**src/rtl/wb_regfile.sv**
```systemverilog
// wb_regfile: writeback mux + register file; inputs wb_* (MEM/WB), rs1/rs2_addr, dbg_addr; outputs rs1/rs2_data (comb, bypassed), wb_data (comb), dbg_data (registered), wb_count (saturating)
module wb_regfile #(
  parameter int DATA_W = 16,
  parameter int ADDR_W = 3,
  parameter int CNT_W  = 16
) (
  input  logic              clk,
  input  logic              rst_n,
  input  logic              wb_reg_write,
  input  logic              wb_mem_to_reg,
  input  logic [DATA_W-1:0] wb_alu_result,
  input  logic [DATA_W-1:0] wb_read_data,
  input  logic [ADDR_W-1:0] wb_write_reg,
  input  logic [ADDR_W-1:0] rs1_addr,
  input  logic [ADDR_W-1:0] rs2_addr,
  output logic [DATA_W-1:0] rs1_data,
  output logic [DATA_W-1:0] rs2_data,
  output logic [DATA_W-1:0] wb_data,
  input  logic [ADDR_W-1:0] dbg_addr,
  output logic [DATA_W-1:0] dbg_data,
  output logic [CNT_W-1:0]  wb_count
);
  localparam int N = 1 << ADDR_W;
  logic [DATA_W-1:0] regs [N];
  logic commit;
  logic byp;
  assign wb_data  = wb_mem_to_reg ? wb_read_data : wb_alu_result;
  assign commit   = wb_reg_write && wb_write_reg != '0;
  assign byp      = rst_n && commit;
  assign rs1_data = rs1_addr == '0 ? '0 : (byp && wb_write_reg == rs1_addr) ? wb_data : regs[rs1_addr];
  assign rs2_data = rs2_addr == '0 ? '0 : (byp && wb_write_reg == rs2_addr) ? wb_data : regs[rs2_addr];
  always_ff @(posedge clk)
    if (!rst_n) begin
      for (int i = 0; i < N; i++) regs[i] <= '0;
      dbg_data <= '0;
      wb_count <= '0;
    end else begin
      if (commit) regs[wb_write_reg] <= wb_data;
      dbg_data <= dbg_addr == '0 ? '0 : regs[dbg_addr];
      if (commit && wb_count != '1) wb_count <= wb_count + CNT_W'(1);
    end
endmodule

```
**config.mk**
```make
export PLATFORM = sky130hd
export DESIGN_NAME = wb_regfile
export DESIGN_NICKNAME = d
export VERILOG_FILES = /design/src/rtl/wb_regfile.sv
export SDC_FILE = /design/constraint.sdc
export NUM_CORES = 1
export LEC_CHECK = 0
export CAP_MARGIN = 40
export CORE_UTILIZATION = 60
export DETAILED_ROUTE_END_ITERATION = 12
export GPL_ROUTABILITY_DRIVEN = 1
export PLACE_DENSITY_LB_ADDON = 0.25
export SYNTH_ARGS = -nofsm -noshare
export SYNTH_HDL_FRONTEND = slang
export SYNTH_SLANG_ARGS = --single-unit
```
**constraint.sdc**
```tcl
create_clock -name clk -period 5 [get_ports clk]
set_input_delay 1 -clock clk [delete_from_list [all_inputs] [get_ports clk]]
set_output_delay 1 -clock clk [all_outputs]
set_load 0.01 [all_outputs]
```
==> results of run 1 <==
state kept, by name (all words and copies together) (netlist names):
name,flops
dbg_data,16
regs,128
wb_count,16
per-stage QoR:
stage | hold slack (ps) | instance area (µm²) | utilization
2_1_floorplan | 531 | 9270 | -
3_3_place_gp | 501 | 10900 | 0.736
3_5_place_dp | 526 | 11000 | 0.742
4_1_cts | 533 | 11600 | 0.783
5_1_grt | 542 | 11600 | 0.783
6_report | 532 | 11600 | 0.783
path summary, 6_finish.rpt:
| check | from | to | slack (ps) | cells past startpoint |
|---|---|---|---|---|
| max reg2reg | wb_count[0] | wb_count[1] | 2940 | 5 |
| max | wb_write_reg[1] | rs1_data[5] | 350 | 7 |
| min | wb_count[15] | wb_count[15] | 530 | 2 |
| min reg2reg | wb_count[15] | wb_count[15] | 530 | 2 |
worst max-delay path: cells and delay by family:
kind / cells / cell delay, ps
buf+inv: 3 / 1640
compound gates: 2 / 810
simple gates: 2 / 190
cell usage in the layout (no fill, tap or decap), types with 6 or more instances in the layout:
cell type          n
a211oi_1          32
a21oi_1           10
buf_4             48
clkbuf_16         17
clkdlybuf4s50_1  124
conb_1            16
dfxtp_1           32
edfxtp_1         128
inv_1             18
mux2i_1           68
mux4_2            96
nand2_1           21
nor2_1           167
o31ai_1            7
xnor2_1            6
cell families after synthesis:
group	synth area share
fa+ha+maj	0.00136
mux	0.309
buf+inv	0.0391
flops	0.487
compound gates	0.0477
xor+xnor	0.00666
simple gates	0.109
other cells	0.000407
layer usage:
metal  vias up  wire length (µm)  share of wire  GRT usage
met4         0              1150          0.043      0.202
li1       2984                 -              -          -
met5         -                 0              0          0
met3       108              3080           0.11     0.0824
met2       579             13700           0.51      0.597
met1      3523              9040           0.33      0.414
cell type report:
cell class              count  share of cell area
well taps                 184              0.0199
inverters                  18             0.00585
clock inverters            11              0.0143
multi-input cells         474               0.383
flip-flops and latches    160               0.388
repair buffers            181               0.151
clock buffers              21              0.0381
where the power goes:
part | leakage, µW | switching (µW) | total, µW | internal [µW]
clock | 0.000285 | 534 | 1370 | 832
sequential | 0.00149 | 62.0 | 1590 | 1530
combinational | 0.00253 | 317 | 689 | 373
==> impl_metrics.ini, run 1 <==
[placement]
dpl.hpwl_um = 17900
io_buffers = 127
gp_congestion = 0.830
pre_cts_slack_ps = 458
dp.cells = 1017

[worst_setup_path]
path_cells = clkdlybuf4s50_1 > o311a_1 > nand4_1 > buf_4 > nor2_1 > a211oi_1 > clkdlybuf4s50_1
crit_slowest_cell = clkdlybuf4s50_1
crit_path_frequent_cell = clkdlybuf4s50_1
setup.worst_path.end_class = output port
crit_path_start_kind = primary input
crit_type = primary input to output port
critPathRequiredTime_ps = 4000
path_max_fanout = 32
critPathMaxStageDelay_ps = 640
critical_path_arrival_ps = 3650

[detailed_routing]
drtAntennaViolNets = 0
drt-total-wl_um = 27000
drc = 0
post_drt_via_cell_ratio = 6.86
dr.pass1.iters = 5
wire_per_inst_um = 25.7
via_count = 7194
drt_iter0_markers = 978

[min_path]
hp-class = flip-flop to flip-flop

[timing]
grt_setup_unrepaired = no
setup_tns_ps = 0
clock.fmax_mhz = 215
hold_viol = 0
setup_viol = 0
finalCritPeriodShare = 0.929
tightestPinTransition_ps = 932
finClkSkew_ps = 5.44
setup_slack_ps = 354
slew_viol_final = 0
fin_crit_ps = 4650
slew_headroom = 0.377

[cells_and_area]
ff_latch_area_um2 = 4480
area_growth_pct = 25.5
layout.nets = 901
insertedDiodeCount = 0
fillCellCount = 878
final_cells = 1049
multiInputGateArea_um2 = 4430
drive_gt1_frac = 0.223

[clock_tree]
postCtsHoldBufs = 0
cts_buffer_depth = 2
numCtsBuffers = 17
htree_levels = 4
cts.sinks = 160
clk_latency_ps = 430
cts_root_buf = clkbuf_16
cts_setup_buffers = 0
cts.reportedPaths.clkPinSlew_ps = 60
cts_tree = yes
post_cts_resized = 0

[logic_synthesis]
ys.flop_type = edfxtp_1
yosys.area.top_type_share = 0.417
synth_edf_count = 128
yosysMostFrequentCell = nor2_1
syn_inst = 693
synth.top_cells.by_count = nor2_1, edfxtp_1, mux4_2, mux2i_1
synth_async_sr_flop_share = 0
ys_types = 41
syn_area_um2 = 9210
ys_ff_latch = 160
synth_top_cells_by_area = edfxtp_1, mux4_2, mux2i_1
synth_warnings = 0
syn_area_per_cell_um2 = 13.3
synth_top_area_cell = edfxtp_1
synth.yosys.seq_area_share = 0.487

[floorplanning]
die_w_um = 126
die_y_um = 126
core_area_um2 = 14800
row_count = 44
initial_core_util = 0.624
die_area_um2 = 15900
io_pins = 128

[global_route]
grt_start_max_net_pins = 33
grt_pass1_vias = 7327
overflow = 0
antenna_found_initial = 0
grt_use_total = 0.352
grt_pass1_wl_um = 40700

[run]
maxCapViolCount = 0

[power]
peakVddDrop_v = 0.000293
p_total_uw = 3640
leakagePower_uw = 0.00431
powerDensity_nw_per_um2 = 315

[run_status]
status = complete, no violations
Note: power is estimated with default switching activity, not from simulation.
==> inputs of run 2 (changes only) <==
--- a/config.mk
+++ b/config.mk
@@ -6,10 +6,11 @@
 export NUM_CORES = 1
 export LEC_CHECK = 0
 export CAP_MARGIN = 40
-export CORE_UTILIZATION = 60
+export CORE_UTILIZATION = 56
 export DETAILED_ROUTE_END_ITERATION = 12
 export GPL_ROUTABILITY_DRIVEN = 1
 export PLACE_DENSITY_LB_ADDON = 0.25
+export SKIP_LAST_GASP = 1
 export SYNTH_ARGS = -nofsm -noshare
 export SYNTH_HDL_FRONTEND = slang
 export SYNTH_SLANG_ARGS = --single-unit
==> constraint.sdc (replaced) <==
create_clock -name clk -period 4.83 [get_ports clk]
set_input_delay 0.966 -clock clk [delete_from_list [all_inputs] [get_ports clk]]
set_output_delay 0.966 -clock clk [all_outputs]
set_load 0.01 [all_outputs]
==> run 2 against run 1 <==
Sequential power is 3% higher. Global-route usage is 2.0 points lower. Clock power hardly changed. Worst setup slack better by 82 ps. Clock-buffer cell count shrank 1. Power rose by 2.7%. Routed wire length shrank 2.7%. Die area is 7.0% higher. Critical path type unchanged. Critical endpoint is now rs1_data[2].
==> impl_metrics.ini, run 2 (synthesis gave the netlist of run 1 again) <==
[timing]
grt_setup_unrepaired = no
finClkSkew_ps = 10.7
setup_viol = 0
fin_crit_ps = 4390
slew_viol_final = 0
finalCritPeriodShare = 0.910
tightestPinTransition_ps = 988
slew_headroom = 0.338
clock.fmax_mhz = 228
hold_viol = 0
setup_tns_ps = 0

[worst_setup_path]
r2r_slack_ps = 2790
crit_path_start_kind = primary input
critical_path_arrival_ps = 3430
crit_slowest_cell = clkdlybuf4s50_1
setup.worst_path.end_class = output port
crit_path_frequent_cell = clkdlybuf4s50_1
path_max_fanout = 20
path_cells = clkdlybuf4s50_1 > o311a_1 > nand4_1 > buf_4 > nor2_1 > a211oi_1 > clkdlybuf4s50_1
crit_type = primary input to output port
critPathMaxStageDelay_ps = 610
critPathRequiredTime_ps = 3860

[detailed_routing]
dr.pass1.iters = 5
drt-total-wl_um = 26300
drc = 0
via_count = 6997
drt_iter0_markers = 687
wire_per_inst_um = 24.3
post_drt_via_cell_ratio = 6.47
drtAntennaViolNets = 0

[min_path]
hp-class = flip-flop to flip-flop

[power]
leakagePower_uw = 0.00430
p_total_uw = 3740
powerDensity_nw_per_um2 = 323
peakVddDrop_v = 0.000273

[clock_tree]
cts_root_buf = clkbuf_16
clk_latency_ps = 440
cts_setup_buffers = 0
postCtsHoldBufs = 0
htree_levels = 4
cts.reportedPaths.clkPinSlew_ps = 70
post_cts_resized = 0
cts_tree = yes
cts.sinks = 160
numCtsBuffers = 17
cts_buffer_depth = 2

[placement]
dp.cells = 1049
dpl.hpwl_um = 17700
gp_congestion = 0.856
io_buffers = 127

[global_route]
antenna_found_initial = 0
grt_pass1_wl_um = 39800
grt_start_max_net_pins = 33
overflow = 0
grt_use_total = 0.332
grt_pass1_vias = 7101

[floorplanning]
core_area_um2 = 15900
die_w_um = 130
row_count = 46
die_y_um = 130
initial_core_util = 0.578
die_area_um2 = 17000
io_pins = 128

[cells_and_area]
insertedDiodeCount = 0
layout_commonest_cell = nor2_1
top_regs = regs: 128 flops, dbg_data: 16 flops, wb_count: 16 flops
regMostFlops = regs
drive_gt1_frac = 0.228
layout.nets = 901
largest_register_ffs = 128
area_growth_pct = 25.6
final_cells = 1081
final_cell_mix = nor2_1, edfxtp_1, clkdlybuf4s50_1, mux4_2, mux2i_1
fillCellCount = 1062

[run]
maxCapViolCount = 0

[run_status]
status = complete, no violations
[run 2: stage by stage]
stage	worst slack, ps	hold WS [ps]	instance area, µm²	utilization
CTS	454	532	11600	0.726
detailed placement	468	516	11000	0.687
floorplan	1640	531	9270	-
global placement	506	501	10900	0.684
finish	436	527	11600	0.726
global route	351	558	11600	0.726
[run 2: worst max-delay path, delay by kind of cell]
family,cells,cell delay [ps]
buffers and inverters,3,1460
AO/OA/AOI/OAI,2,800
AND/OR/NAND/NOR,2,200
[run 2: area by class of cell]
type / count / area (µm²) / share of cell area
flip-flops and latches: 160 / 4480 / 0.388
well taps: 216 / 270 / 0.0234
multi-input cells: 474 / 4430 / 0.383
inverters: 18 / 67.6 / 0.00584
clock inverters: 12 / 149 / 0.0129
repair buffers: 181 / 1700 / 0.147
clock buffers: 20 / 468 / 0.0404
[run 2: path summary, 6_finish.rpt]
check,cells after the start,end,start
setup / recovery,7,rs1_data[2],wb_write_reg[0]
hold reg to reg,2,wb_count[3],wb_count[3]
hold / removal,2,wb_count[3],wb_count[3]
setup reg to reg,5,wb_count[5],wb_count[0]
[run 2: per-layer routing]
layer  track usage  routed length [µm]
met4         0.205                1100
met1         0.377                8740
met3        0.0742                2700
met2         0.572               13700
met5             0                   0
[run 2: power by group]
group / switching [µW] / internal [µW] / total, µW / leakage (µW)
Combinational: 326 / 382 / 708 / 0.00252
Clock: 575 / 818 / 1390 / 0.000292
Sequential: 62.5 / 1580 / 1640 / 0.00149
Total: 963 / 2780 / 3740 / 0.00430
